<file path="src/rtl/mem_pkg.sv">
`default_nettype none
// ============================================================================
//  Module   : mem_pkg
//  Purpose  : Shared constants, lane-array type and controller state encoding
//             for the burst memory controller.
//  Revision : 1.0  initial release
// ============================================================================
package mem_pkg;

  localparam int NUM_RAMS = 16;  // byte lanes (memory banks) per beat
  localparam int D_WID    = 8;   // bits per lane
  localparam int CNT_W    = 5;   // width of a chunk byte count (1..16)
  localparam int RD_DEPTH = 4;   // read-return buffer depth

  typedef logic [NUM_RAMS-1:0][D_WID-1:0] lanes_t;

  typedef enum logic [2:0] {
    ST_IDLE  = 3'd0,
    ST_WRITE = 3'd1,
    ST_READ  = 3'd2,
    ST_DRAIN = 3'd3,
    ST_DONE  = 3'd4
  } state_e;

  // Bytes moved by the next chunk: a full beat, or whatever is left.
  function automatic logic [CNT_W-1:0] chunk_bytes(input logic [31:0] remaining,
                                                   input int          lanes);
    if (remaining >= 32'(lanes)) return CNT_W'(lanes);
    return CNT_W'(remaining);
  endfunction

endpackage
`default_nettype wire

</file>
<file path="src/rtl/mem_burst_ctrl_if.sv">
`default_nettype none
// ============================================================================
//  Module   : mem_burst_ctrl_if
//  Purpose  : Command, write-beat, read-beat and memory-side signals of the
//             burst controller. The controller uses the slave view; the
//             requester/memory side uses the master view.
//  Revision : 1.0  initial release
// ============================================================================
interface mem_burst_ctrl_if #(
  parameter int NUM_RAMS = mem_pkg::NUM_RAMS,
  parameter int D_WID    = mem_pkg::D_WID,
  parameter int LEN_WID  = 16
);
  import mem_pkg::*;

  // command channel
  logic                               cmd_valid;
  logic                               cmd_ready;
  logic                               cmd_rdwr;
  logic [31:0]                        cmd_addr;
  logic [LEN_WID-1:0]                 cmd_len;
  // write beats
  logic                               wr_valid;
  logic                               wr_ready;
  logic [NUM_RAMS-1:0][D_WID-1:0]     wr_data;
  // read beats
  logic                               rd_valid;
  logic                               rd_ready;
  logic [NUM_RAMS-1:0][D_WID-1:0]     rd_data;
  logic [CNT_W-1:0]                   rd_bytes;
  // status
  logic                               busy;
  logic                               done;
  // memory side
  logic                               interface_en;
  logic                               interface_rdwr;
  logic [31:0]                        interface_addr;
  logic [CNT_W-1:0]                   interface_control;
  logic [NUM_RAMS-1:0][D_WID-1:0]     din;
  logic [NUM_RAMS-1:0][D_WID-1:0]     bank_dout;

  modport slave (
    input  cmd_valid, cmd_rdwr, cmd_addr, cmd_len,
    input  wr_valid, wr_data,
    input  rd_ready,
    input  bank_dout,
    output cmd_ready, wr_ready,
    output rd_valid, rd_data, rd_bytes,
    output busy, done,
    output interface_en, interface_rdwr, interface_addr, interface_control, din
  );

  modport master (
    output cmd_valid, cmd_rdwr, cmd_addr, cmd_len,
    output wr_valid, wr_data,
    output rd_ready,
    output bank_dout,
    input  cmd_ready, wr_ready,
    input  rd_valid, rd_data, rd_bytes,
    input  busy, done,
    input  interface_en, interface_rdwr, interface_addr, interface_control, din
  );

endinterface
`default_nettype wire

</file>
<file path="src/rtl/mem_burst_ctrl_rd_fifo.sv">
`default_nettype none
// ============================================================================
//  Module   : rd_fifo
//  Purpose  : Small synchronous FIFO holding returned read beats together
//             with their valid-byte count. Head entry is presented
//             combinationally; push and pop may happen in the same cycle.
//  Revision : 1.0  initial release
// ============================================================================
module rd_fifo import mem_pkg::*; #(
  parameter int DEPTH = RD_DEPTH,
  parameter int WIDTH = NUM_RAMS * D_WID + CNT_W
) (
  input  logic             clk,
  input  logic             rst,
  input  logic             push,
  input  logic [WIDTH-1:0] push_data,
  input  logic             pop,
  output logic [WIDTH-1:0] pop_data,
  output logic             valid
);

  localparam int AW = (DEPTH > 1) ? $clog2(DEPTH) : 1;
  localparam int CW = $clog2(DEPTH + 1);

  logic [WIDTH-1:0] r_mem [DEPTH];
  logic [AW-1:0]    r_wr_ptr;
  logic [AW-1:0]    r_rd_ptr;
  logic [CW-1:0]    r_count;

  logic w_empty;
  logic w_full;
  logic w_do_pop;
  logic w_do_push;

  function automatic logic [AW-1:0] ptr_inc(input logic [AW-1:0] p);
    if (p == AW'(DEPTH - 1)) return '0;
    return p + 1'b1;
  endfunction

  assign w_empty   = (r_count == '0);
  assign w_full    = (r_count == CW'(DEPTH));
  assign w_do_pop  = pop && !w_empty;
  // a full buffer still accepts a beat when the head leaves in the same cycle
  assign w_do_push = push && (!w_full || w_do_pop);

  assign pop_data  = r_mem[r_rd_ptr];
  assign valid     = !w_empty;

  // pointer and occupancy tracking
  always_ff @(posedge clk or posedge rst) begin
    if (rst) begin
      r_wr_ptr <= '0;
      r_rd_ptr <= '0;
      r_count  <= '0;
    end else begin
      if (w_do_push) r_wr_ptr <= ptr_inc(r_wr_ptr);
      if (w_do_pop)  r_rd_ptr <= ptr_inc(r_rd_ptr);
      case ({w_do_push, w_do_pop})
        2'b10:   r_count <= r_count + 1'b1;
        2'b01:   r_count <= r_count - 1'b1;
        default: r_count <= r_count;
      endcase
    end
  end

  // entry storage, cleared so stale beats never reappear after reset
  always_ff @(posedge clk or posedge rst) begin
    if (rst) begin
      for (int i = 0; i < DEPTH; i++) r_mem[i] <= '0;
    end else if (w_do_push) begin
      r_mem[r_wr_ptr] <= push_data;
    end
  end

endmodule
`default_nettype wire

</file>
<file path="src/rtl/mem_burst_ctrl.sv">
`default_nettype none
// ============================================================================
//  Module   : mem_burst_ctrl
//  Purpose  : Splits a byte-length burst command into chunks of up to one
//             beat, drives registered memory requests, and returns read beats
//             through a 4-entry buffer with bounded outstanding requests.
//  Revision : 1.0  initial release
// ============================================================================
module mem_burst_ctrl #(
  parameter int NUM_RAMS = mem_pkg::NUM_RAMS,
  parameter int D_WID    = mem_pkg::D_WID,
  parameter int LEN_WID  = 16
) (
  input  logic            clk,
  input  logic            rst,
  mem_burst_ctrl_if.slave bus
);
  import mem_pkg::*;

  localparam int LANE_BITS = NUM_RAMS * D_WID;
  localparam int ENTRY_W   = LANE_BITS + CNT_W;
  localparam int OUT_W     = $clog2(RD_DEPTH + 1);

  localparam logic [2:0] c_IDLE  = 3'(ST_IDLE);
  localparam logic [2:0] c_WRITE = 3'(ST_WRITE);
  localparam logic [2:0] c_READ  = 3'(ST_READ);
  localparam logic [2:0] c_DRAIN = 3'(ST_DRAIN);
  localparam logic [2:0] c_DONE  = 3'(ST_DONE);

  localparam logic [OUT_W-1:0] c_MAX_OUT = OUT_W'(RD_DEPTH);

  // control state
  logic [2:0]                     r_state;
  logic [31:0]                    r_addr;
  logic [LEN_WID-1:0]             r_remaining;
  logic [OUT_W-1:0]               r_outstanding;
  logic                           r_done;

  // registered memory request
  logic                           r_if_en;
  logic                           r_if_rdwr;
  logic [31:0]                    r_if_addr;
  logic [CNT_W-1:0]               r_if_ctrl;
  logic [NUM_RAMS-1:0][D_WID-1:0] r_din;

  // read return stage aligned with bank_dout
  logic                           r_p2_valid;
  logic [CNT_W-1:0]               r_p2_chunk;

  logic [CNT_W-1:0]               w_chunk;
  logic                           w_last;
  logic                           w_cmd_fire;
  logic                           w_wr_fire;
  logic                           w_rd_issue;
  logic                           w_issue;
  logic                           w_pop;
  logic                           w_fifo_valid;
  logic [NUM_RAMS-1:0][D_WID-1:0] w_rd_lanes;
  logic [ENTRY_W-1:0]             w_push_data;
  logic [ENTRY_W-1:0]             w_pop_data;

  assign w_chunk    = chunk_bytes(32'(r_remaining), NUM_RAMS);
  assign w_last     = (r_remaining == LEN_WID'(w_chunk));
  assign w_cmd_fire = bus.cmd_valid && (r_state == c_IDLE);
  assign w_wr_fire  = (r_state == c_WRITE) && bus.wr_valid;
  // outstanding counts buffered beats plus reads still in the memory pipe,
  // so capping it at the buffer depth makes overflow impossible
  assign w_rd_issue = (r_state == c_READ) && (r_outstanding < c_MAX_OUT);
  assign w_issue    = w_wr_fire || w_rd_issue;
  assign w_pop      = w_fifo_valid && bus.rd_ready;

  // lanes past the chunk carry neighbouring memory bytes; zero them
  for (genvar i = 0; i < NUM_RAMS; i++) begin : g_lane
    assign w_rd_lanes[i] = (CNT_W'(i) < r_p2_chunk) ? bus.bank_dout[i] : '0;
  end

  assign w_push_data = {w_rd_lanes, r_p2_chunk};

  rd_fifo #(
    .DEPTH (RD_DEPTH),
    .WIDTH (ENTRY_W)
  ) u_rd_fifo (
    .clk       (clk),
    .rst       (rst),
    .push      (r_p2_valid),
    .push_data (w_push_data),
    .pop       (w_pop),
    .pop_data  (w_pop_data),
    .valid     (w_fifo_valid)
  );

  assign bus.cmd_ready         = (r_state == c_IDLE);
  assign bus.wr_ready          = (r_state == c_WRITE);
  assign bus.busy              = (r_state != c_IDLE);
  assign bus.done              = r_done;
  assign bus.rd_valid          = w_fifo_valid;
  assign bus.rd_data           = w_pop_data[ENTRY_W-1:CNT_W];
  assign bus.rd_bytes          = w_pop_data[CNT_W-1:0];
  assign bus.interface_en      = r_if_en;
  assign bus.interface_rdwr    = r_if_rdwr;
  assign bus.interface_addr    = r_if_addr;
  assign bus.interface_control = r_if_ctrl;
  assign bus.din               = r_din;

  // burst sequencing: command capture, chunk advance and state transitions
  always_ff @(posedge clk or posedge rst) begin
    if (rst) begin
      r_state     <= c_IDLE;
      r_addr      <= '0;
      r_remaining <= '0;
    end else begin
      case (r_state)
        c_IDLE: begin
          if (w_cmd_fire) begin
            r_addr      <= bus.cmd_addr;
            r_remaining <= bus.cmd_len;
            if (bus.cmd_len == '0)  r_state <= c_DONE;
            else if (bus.cmd_rdwr)  r_state <= c_WRITE;
            else                    r_state <= c_READ;
          end
        end
        c_WRITE: begin
          if (w_wr_fire) begin
            r_addr      <= r_addr + 32'(w_chunk);
            r_remaining <= r_remaining - LEN_WID'(w_chunk);
            if (w_last) r_state <= c_DONE;
          end
        end
        c_READ: begin
          if (w_rd_issue) begin
            r_addr      <= r_addr + 32'(w_chunk);
            r_remaining <= r_remaining - LEN_WID'(w_chunk);
            if (w_last) r_state <= c_DRAIN;
          end
        end
        c_DRAIN: begin
          if (r_outstanding == '0) r_state <= c_DONE;
        end
        c_DONE:  r_state <= c_IDLE;
        default: r_state <= c_IDLE;
      endcase
    end
  end

  // read credit: one per issued read, returned when its beat is popped
  always_ff @(posedge clk or posedge rst) begin
    if (rst) begin
      r_outstanding <= '0;
    end else begin
      case ({w_rd_issue, w_pop})
        2'b10:   r_outstanding <= r_outstanding + 1'b1;
        2'b01:   r_outstanding <= r_outstanding - 1'b1;
        default: r_outstanding <= r_outstanding;
      endcase
    end
  end

  // registered memory request; en drops in any cycle without a chunk
  always_ff @(posedge clk or posedge rst) begin
    if (rst) begin
      r_if_en   <= 1'b0;
      r_if_rdwr <= 1'b0;
      r_if_addr <= '0;
      r_if_ctrl <= '0;
      r_din     <= '0;
    end else begin
      r_if_en <= w_issue;
      if (w_issue) begin
        r_if_rdwr <= w_wr_fire;
        r_if_addr <= r_addr;
        r_if_ctrl <= w_chunk;
      end
      if (w_wr_fire) r_din <= bus.wr_data;
    end
  end

  // read return alignment and the completion pulse
  always_ff @(posedge clk or posedge rst) begin
    if (rst) begin
      r_p2_valid <= 1'b0;
      r_p2_chunk <= '0;
      r_done     <= 1'b0;
    end else begin
      r_p2_valid <= r_if_en && !r_if_rdwr;
      r_p2_chunk <= r_if_ctrl;
      r_done     <= (r_state == c_DONE);
    end
  end

endmodule
`default_nettype wire

</file>
<file path="src/flat_wrapper.sv">
// flat-port wrapper written by rule: the top's interface ports become plain ports
module mem_burst_ctrl_flat import mem_pkg::*;
#(
  parameter int NUM_RAMS = mem_pkg::NUM_RAMS,
  parameter int D_WID    = mem_pkg::D_WID,
  parameter int LEN_WID  = 16
)
  (clk, rst, bus_cmd_valid, bus_cmd_rdwr, bus_cmd_addr, bus_cmd_len, bus_wr_valid, bus_wr_data, bus_rd_ready, bus_bank_dout, bus_cmd_ready, bus_wr_ready, bus_rd_valid, bus_rd_data, bus_rd_bytes, bus_busy, bus_done, bus_interface_en, bus_interface_rdwr, bus_interface_addr, bus_interface_control, bus_din);
  mem_burst_ctrl_if #(.NUM_RAMS(NUM_RAMS), .D_WID(D_WID), .LEN_WID(LEN_WID)) bus_i ();
  input  logic clk;
  input  logic rst;
  input wire logic [$bits(bus_i.cmd_valid)-1:0] bus_cmd_valid;
  input wire logic [$bits(bus_i.cmd_rdwr)-1:0] bus_cmd_rdwr;
  input wire logic [$bits(bus_i.cmd_addr)-1:0] bus_cmd_addr;
  input wire logic [$bits(bus_i.cmd_len)-1:0] bus_cmd_len;
  input wire logic [$bits(bus_i.wr_valid)-1:0] bus_wr_valid;
  input wire logic [$bits(bus_i.wr_data)-1:0] bus_wr_data;
  input wire logic [$bits(bus_i.rd_ready)-1:0] bus_rd_ready;
  input wire logic [$bits(bus_i.bank_dout)-1:0] bus_bank_dout;
  output wire logic [$bits(bus_i.cmd_ready)-1:0] bus_cmd_ready;
  output wire logic [$bits(bus_i.wr_ready)-1:0] bus_wr_ready;
  output wire logic [$bits(bus_i.rd_valid)-1:0] bus_rd_valid;
  output wire logic [$bits(bus_i.rd_data)-1:0] bus_rd_data;
  output wire logic [$bits(bus_i.rd_bytes)-1:0] bus_rd_bytes;
  output wire logic [$bits(bus_i.busy)-1:0] bus_busy;
  output wire logic [$bits(bus_i.done)-1:0] bus_done;
  output wire logic [$bits(bus_i.interface_en)-1:0] bus_interface_en;
  output wire logic [$bits(bus_i.interface_rdwr)-1:0] bus_interface_rdwr;
  output wire logic [$bits(bus_i.interface_addr)-1:0] bus_interface_addr;
  output wire logic [$bits(bus_i.interface_control)-1:0] bus_interface_control;
  output wire logic [$bits(bus_i.din)-1:0] bus_din;
  assign bus_i.cmd_valid = bus_cmd_valid;
  assign bus_i.cmd_rdwr = bus_cmd_rdwr;
  assign bus_i.cmd_addr = bus_cmd_addr;
  assign bus_i.cmd_len = bus_cmd_len;
  assign bus_i.wr_valid = bus_wr_valid;
  assign bus_i.wr_data = bus_wr_data;
  assign bus_i.rd_ready = bus_rd_ready;
  assign bus_i.bank_dout = bus_bank_dout;
  assign bus_cmd_ready = bus_i.cmd_ready;
  assign bus_wr_ready = bus_i.wr_ready;
  assign bus_rd_valid = bus_i.rd_valid;
  assign bus_rd_data = bus_i.rd_data;
  assign bus_rd_bytes = bus_i.rd_bytes;
  assign bus_busy = bus_i.busy;
  assign bus_done = bus_i.done;
  assign bus_interface_en = bus_i.interface_en;
  assign bus_interface_rdwr = bus_i.interface_rdwr;
  assign bus_interface_addr = bus_i.interface_addr;
  assign bus_interface_control = bus_i.interface_control;
  assign bus_din = bus_i.din;
  mem_burst_ctrl #(.NUM_RAMS(NUM_RAMS), .D_WID(D_WID), .LEN_WID(LEN_WID)) u_core (.clk(clk), .rst(rst), .bus(bus_i));
endmodule
</file>
<file path="config.mk">
export PLATFORM = sky130hd
export DESIGN_NAME = mem_burst_ctrl_flat
export DESIGN_NICKNAME = d
export VERILOG_FILES = /design/src/rtl/mem_pkg.sv /design/src/rtl/mem_burst_ctrl_if.sv /design/src/rtl/mem_burst_ctrl_rd_fifo.sv /design/src/rtl/mem_burst_ctrl.sv /design/src/flat_wrapper.sv
export SDC_FILE = /design/constraint.sdc
export NUM_CORES = 2
export LEC_CHECK = 0
export ABC_AREA = 1
export CAP_MARGIN = 30
export CORE_UTILIZATION = 57
export DETAILED_ROUTE_END_ITERATION = 7
export GPL_ROUTABILITY_DRIVEN = 0
export PLACE_DENSITY = 0.95
export SLEW_MARGIN = 20
export SYNTH_ARGS = -nofsm -noshare
export SYNTH_HDL_FRONTEND = slang
export SYNTH_SLANG_ARGS = --single-unit
</file>
<file path="constraint.sdc">
create_clock -name clk -period 59.4 [get_ports clk]
set_input_delay 11.88 -clock clk [delete_from_list [all_inputs] [get_ports clk]]
set_output_delay 11.88 -clock clk [all_outputs]
set_load 0.03 [all_outputs]
</file>
# After elaboration in Yosys (flattened, before gate mapping)
# Cells that the tools add are included.
# op_classes
add_sub_neg	8
magnitude_cmp	21
n_eq_ne	18
mux	52
n_bitwise	2
n_reduce_logical	23
# ops
cell	n
$bwmux W532	1
$mux W133	3
$bmux W133 S2	1
$demux W133 S2	1
$mux W8	16
$mux W32	3
$pmux W32 S3	1
$mux W16	3
$pmux W16 S3	1
$lt A4 B5 Y1 const A	8
$add A32 B5 Y32	1
$mux W3	7
$lt A3 B5 Y1 const A	4
$eq A16 B5 Y1	1
$ge A16 B5 Y1 const B	1
$logic_not A16 Y1	1
$sub A16 B5 Y16	1
$ne A2 B1 Y1 const B	6
$pmux W3 S2	2
$pmux W3 S4	1
$lt A1 B5 Y1 const A	2
$lt A2 B5 Y1 const A	2
$mux W2	5
$mux W5	2
other kinds (21)	50
# totals
ff_bits	767

# Logic depth before layout (Yosys ltp)
# logic_depth
word_depth	8
depth_mapped	20

# By module
# From an unflattened synthesis, not the netlist that was laid out.
# unflattened
cells_unflattened	4688
area_unflattened_um2	36332.3
# by_module_without_submodules
module	n_inst	cells_each	area_per_inst_um2	seq_area_each_um2
rd_fifo	1	3113	24813.8	13487.9
mem_burst_ctrl	1	1575	11518.5	5705.5

# Worst setup path before layout
# OpenSTA, ideal clock, no wires.
# synth_path
path_type	reg-to-output
start	reg u_core.u_rd_fifo.r_rd_ptr[0]
end	out bus_rd_data[119]
t_arrival_ns	1.906
setup_slack_ns	45.614
stages_incl_launch_ff	7
n_path_buf	3
cell_sequence	dfrtp_1 > clkbuf_1 > inv_1 > clkbuf_1 > clkbuf_1 > o21ai_0 > o21ai_0
# synth_via
elab_chain_len	4
# synth_rtl
item	line_no	rtl
from (decl)	mem_burst_ctrl_rd_fifo.sv:27	logic [AW-1:0] r_rd_ptr;
from (signal assigned)	mem_burst_ctrl_rd_fifo.sv:57	if (w_do_pop) r_rd_ptr <= ptr_inc(r_rd_ptr);
$not A2 Y3 (implied by the code)	mem_burst_ctrl_rd_fifo.sv:46	assign pop_data = r_mem[r_rd_ptr];
$bmux W133 S2	mem_burst_ctrl_rd_fifo.sv:46	
$mux W133 (implied by the code) (2 in a row)	mem_burst_ctrl_rd_fifo.sv:46	
to (decl)	flat_wrapper.sv:23	output wire logic [$bits(bus_i.rd_data)-1:0] bus_rd_data;
# Every way passes these cells. The select of a mux whose other input is x is not followed.

# Worst setup path in the final report
# layout_path
start	reg u_core.u_rd_fifo.r_rd_ptr[0]
end	out bus_rd_data[50]
# Same word-level chain as after synthesis.

==> impl_metrics.py <==
metrics = {
    "setup_path": {
        "required_ns": 47.52,
        "worst-setup-path-type": "register to output port",
        "r2r_cells": 8,
        "cp_top_family": "buffers and inverters",
        "endpoint_kind": "output port",
        "worst-path-buf-inv": 4,
        "regToRegStartpoint": "u_core.u_rd_fifo.r_count[1]$_DFFE_PP0P_",
        "crit_fanout": 141,
        "arrival_ns": 4.59,
        "crit_slowest_cell": "buf_4",
        "max_stage_delay_ns": 0.85,
        "ff2ff_setup_slack_ns": 55.64,
        "start_kind": "register",
        "cp_cell_sequence": "inv_8, buf_16, buf_4, o21ai_0, o22ai_1, clkdlybuf4s50_1",
        "r2r_end": "u_core.u_rd_fifo.r_mem[338]$_DFFE_PP0P_",
    },
    "sta": {
        "post-route-period-util_pct": 27.7,
        "max_slew_margin_pct": 30.4,
        "final.setup.tns_ns": 0,
        "hold_violations": 0,
        "setup_viol": 0,
        "slew_violations": 0,
        "rsz0062_at_grt": "no",
        "worst_slack_ns": 42.93,
        "timing.fmax_mhz": 60.7,
        "fin_skew_ns": 0.0225,
        "period_needed_ns": 16.47,
        "tightest_slew_ns": 1.04,
    },
    "global_route": {
        "antenna_found_initial": 17,
        "grt_pass1_vias": 33500,
        "grtUsageTotal_pct": 39.5,
        "grt_max_degree": 189,
        "grt_pass1_wl_mm": 186,
        "grt-ovfl-total": 0,
    },
    "run_status": {
        "status": "finished with violations",
        "violations": "DRC",
    },
    "floorplanning": {
        "die_h_um": 248,
        "start_util_pct": 58.1,
        "coreArea_sq_um": 59500,
        "rows": 89,
        "io_pins": 615,
        "die-area_sq_um": 61600,
        "die_width_um": 248,
    },
    "pwr": {
        "p_per_area_nw_per_um2": 62.9,
        "netSwitchingFraction_pct": 45.1,
        "internal_power_w": 0.00151,
        "p_switching_w": 0.00124,
        "p_total_w": 0.00275,
        "p_leak_nw": 21.3,
        "seqPwrFrac_pct": 32.8,
        "ir_drop_v": 0.0000458,
        "pwr-share-clk_pct": 18.7,
        "comb_power_share_pct": 48.5,
    },
    "detailed_routing": {
        "drtAntennaViolNets": 0,
        "drc": 24,
        "wl_per_cell_um": 22.1,
        "totalWireLength_mm": 124,
        "vias": 34200,
        "drtIter0Drc": 5008,
        "dr.pass1.iters": 8,
        "vias_per_cell": 6.09,
    },
    "finish": {
        "area_growth_pct": 26.4,
        "drive_above_1_share_pct": 4.61,
        "final_nets": 5100,
    },
    "yosys": {
        "synth_top_family_by_area": "simple AND/OR/NAND/NOR gates",
        "syn_area_sq_um": 34500,
        "synthSimpleGateAreaFrac_pct": 24.7,
        "synth_seq_cells": 767,
        "syn_nets": 4627,
        "synth.distinct_cells": 46,
        "synthTopCellsByArea": "dfrtp_1 (56%), nand2_1 (18%), o21ai_0 (8.6%)",
        "synth-xor-area-share_pct": 0.228,
        "synthAdderAreaFrac_pct": 0.645,
        "synth_top_area_cell": "dfrtp_1",
        "netlist_instances": 4301,
        "yosysTopAreaCellShare_pct": 55.6,
        "synth_mux_area_share_pct": 0.261,
        "yosys_warnings": 0,
        "synth-compound-area-share_pct": 13.1,
        "ys_seq_area_share_pct": 55.6,
        "synth_area_per_cell_sq_um": 8.03,
    },
    "cts": {
        "cts_buffer_depth": 3,
        "cts_setup_buffers": 0,
        "clock_sinks": 767,
        "clock_latency_ns": 0.63,
        "clkTransAtPathRegs_ns": 0.06,
        "cts_buffers": 79,
        "clock-root-buffer": "clkbuf_16",
        "tritoncts": "done",
        "htreeDepth": 3,
        "hold_buffers": 0,
        "postCtsResizedCells": 0,
    },
    "min_path": {
        "hold_end": "u_core.r_p2_chunk[4]$_DFF_PP0_",
        "hold_path.class": "register to register",
        "holdPathStages": 0,
        "worstHoldStart": "u_core.bus.interface_control[4]$_DFFE_PP0P_",
    },
    "placement": {
        "pre_cts_slack_ns": 43.79,
        "io_buffers": 614,
        "dpl.hpwl_mm": 75.8,
    },
    "flow_run": {
        "max_cap_violations": 0,
    },
}
synth_stat cells (all sizes together):
cell	count
nor3	14
conb	1
ha	13
xor2	5
inv	186
nor2	435
o22ai	133
nand4	20
clkinv	1
and2	2
o22a	1
o311ai	1
o32ai	1
a21oi	72
clkbuf	121
nor3b	1
o211ai	7
o21ai	630
nor4b	2
nand2	1665
dfrtp	767
a31oi	6
fa	3
nand3	52
mux2	8
buf	139
a22oi	3
xnor2	4
nor4	8
worst max-delay path by stage:
stage	from	to	slack [ns]	depth (start not counted)
global placement	u_core.u_rd_fifo.r_rd_ptr[0]$_DFFE_PP0P_	bus_rd_data[50]	43.82	5
detailed placement	u_core.u_rd_fifo.r_rd_ptr[0]$_DFFE_PP0P_	bus_rd_data[50]	43.79	5
CTS	u_core.u_rd_fifo.r_rd_ptr[0]$_DFFE_PP0P_	bus_rd_data[50]	43.03	5
global route	u_core.u_rd_fifo.r_rd_ptr[0]$_DFFE_PP0P_	bus_rd_data[50]	42.84	6
floorplan	rst	u_core.bus.din[0]$_DFFE_PP0P_	25.99	1
finish	u_core.u_rd_fifo.r_rd_ptr[0]$_DFFE_PP0P_	bus_rd_data[50]	42.93	6
power groups by stage:
stage	logic, W	clock network [W]	registers [W]
after global placement	0.00124	0	0.000880
after detailed placement	0.00128	0	0.000886
after floorplan	0.000728	0	0.000940
after CTS	0.00130	0.000513	0.000888
final	0.00133	0.000514	0.000902
after global routing	0.00142	0.000535	0.000917
sequential cells by signal (all words and copies together), names as in the netlist, 5 cells and up:
signal                        count
u_core.bus.din                  128
u_core.bus.interface_addr        32
u_core.bus.interface_control      5
u_core.r_addr                    32
u_core.r_p2_chunk                 5
u_core.r_remaining               16
u_core.u_rd_fifo.r_mem          532
logic make-up (layout without fill, tap and decap cells):
group,count (synthesis),count (layout)
multiplexers,8,8
adder cells (fa/ha/maj),16,16
AND/OR/NAND/NOR,2199,2199
AO/OA/AOI/OAI,854,854
buffers and inverters,447,979
flip-flops,767,767
XOR/XNOR,9,9
other,1,15
placed cells by master (no fill, tap or decap), drive strengths merged, types with 3 or more instances in the layout:
| master | netlist | final |
|---|---|---|
| a31oi | 6 | 6 |
| o211ai | 7 | 7 |
| nor2 | 435 | 435 |
| nor3 | 14 | 14 |
| nor4 | 8 | 8 |
| a21oi | 72 | 72 |
| fa | 3 | 3 |
| mux2 | 8 | 8 |
| xnor2 | 4 | 4 |
| o22ai | 133 | 133 |
| nand3 | 52 | 52 |
| a22oi | 3 | 3 |
| ha | 13 | 13 |
| nand4 | 20 | 20 |
| o21ai | 630 | 630 |
| dfrtp | 767 | 767 |
| clkdlybuf4s50 | 0 | 614 |
| buf | 139 | 37 |
| clkinv | 1 | 11 |
| clkbuf | 121 | 118 |
| diode | 0 | 14 |
| inv | 186 | 191 |
| xor2 | 5 | 5 |
| bufinv | 0 | 6 |
| nand2 | 1665 | 1665 |
routing by layer:
layer / part of all wire (%) / global-route usage, % / vias to the layer above / wire, um
met5: 0.12 / 0.795 / - / 148
met3: 13 / 13.8 / 645 / 16300
met4: 7.5 / 25.5 / 14 / 9290
met2: 45 / 60.0 / 2694 / 55300
met1: 35 / 47.8 / 16100 / 43300
li1: - / - / 14700 / -
metrics by stage:
stage          util, %  area [sq um]  std cells  hold WS (ns)
2_1_floorplan        -         34500       4301         0.431
3_3_place_gp      68.6         40800       5455         0.407
3_5_place_dp      68.6         40800       5457         0.410
4_1_cts           73.1         43400       5597         0.432
5_1_grt           73.4         43700       5615         0.458
6_report          73.5         43700       5620         0.435
cell type report:
cell class              instances  area (sq um)
fillers                      3849         15800
clock buffers                 117          2340
inverters                     187           729
repair buffers                652          6620
flip-flops and latches        767         19200
well taps                     773           967
clock inverters                23           289
multi-input cells            3087         13500
diodes                         14          35.0
No activity file was read; power rests on OpenSTA's default activity.
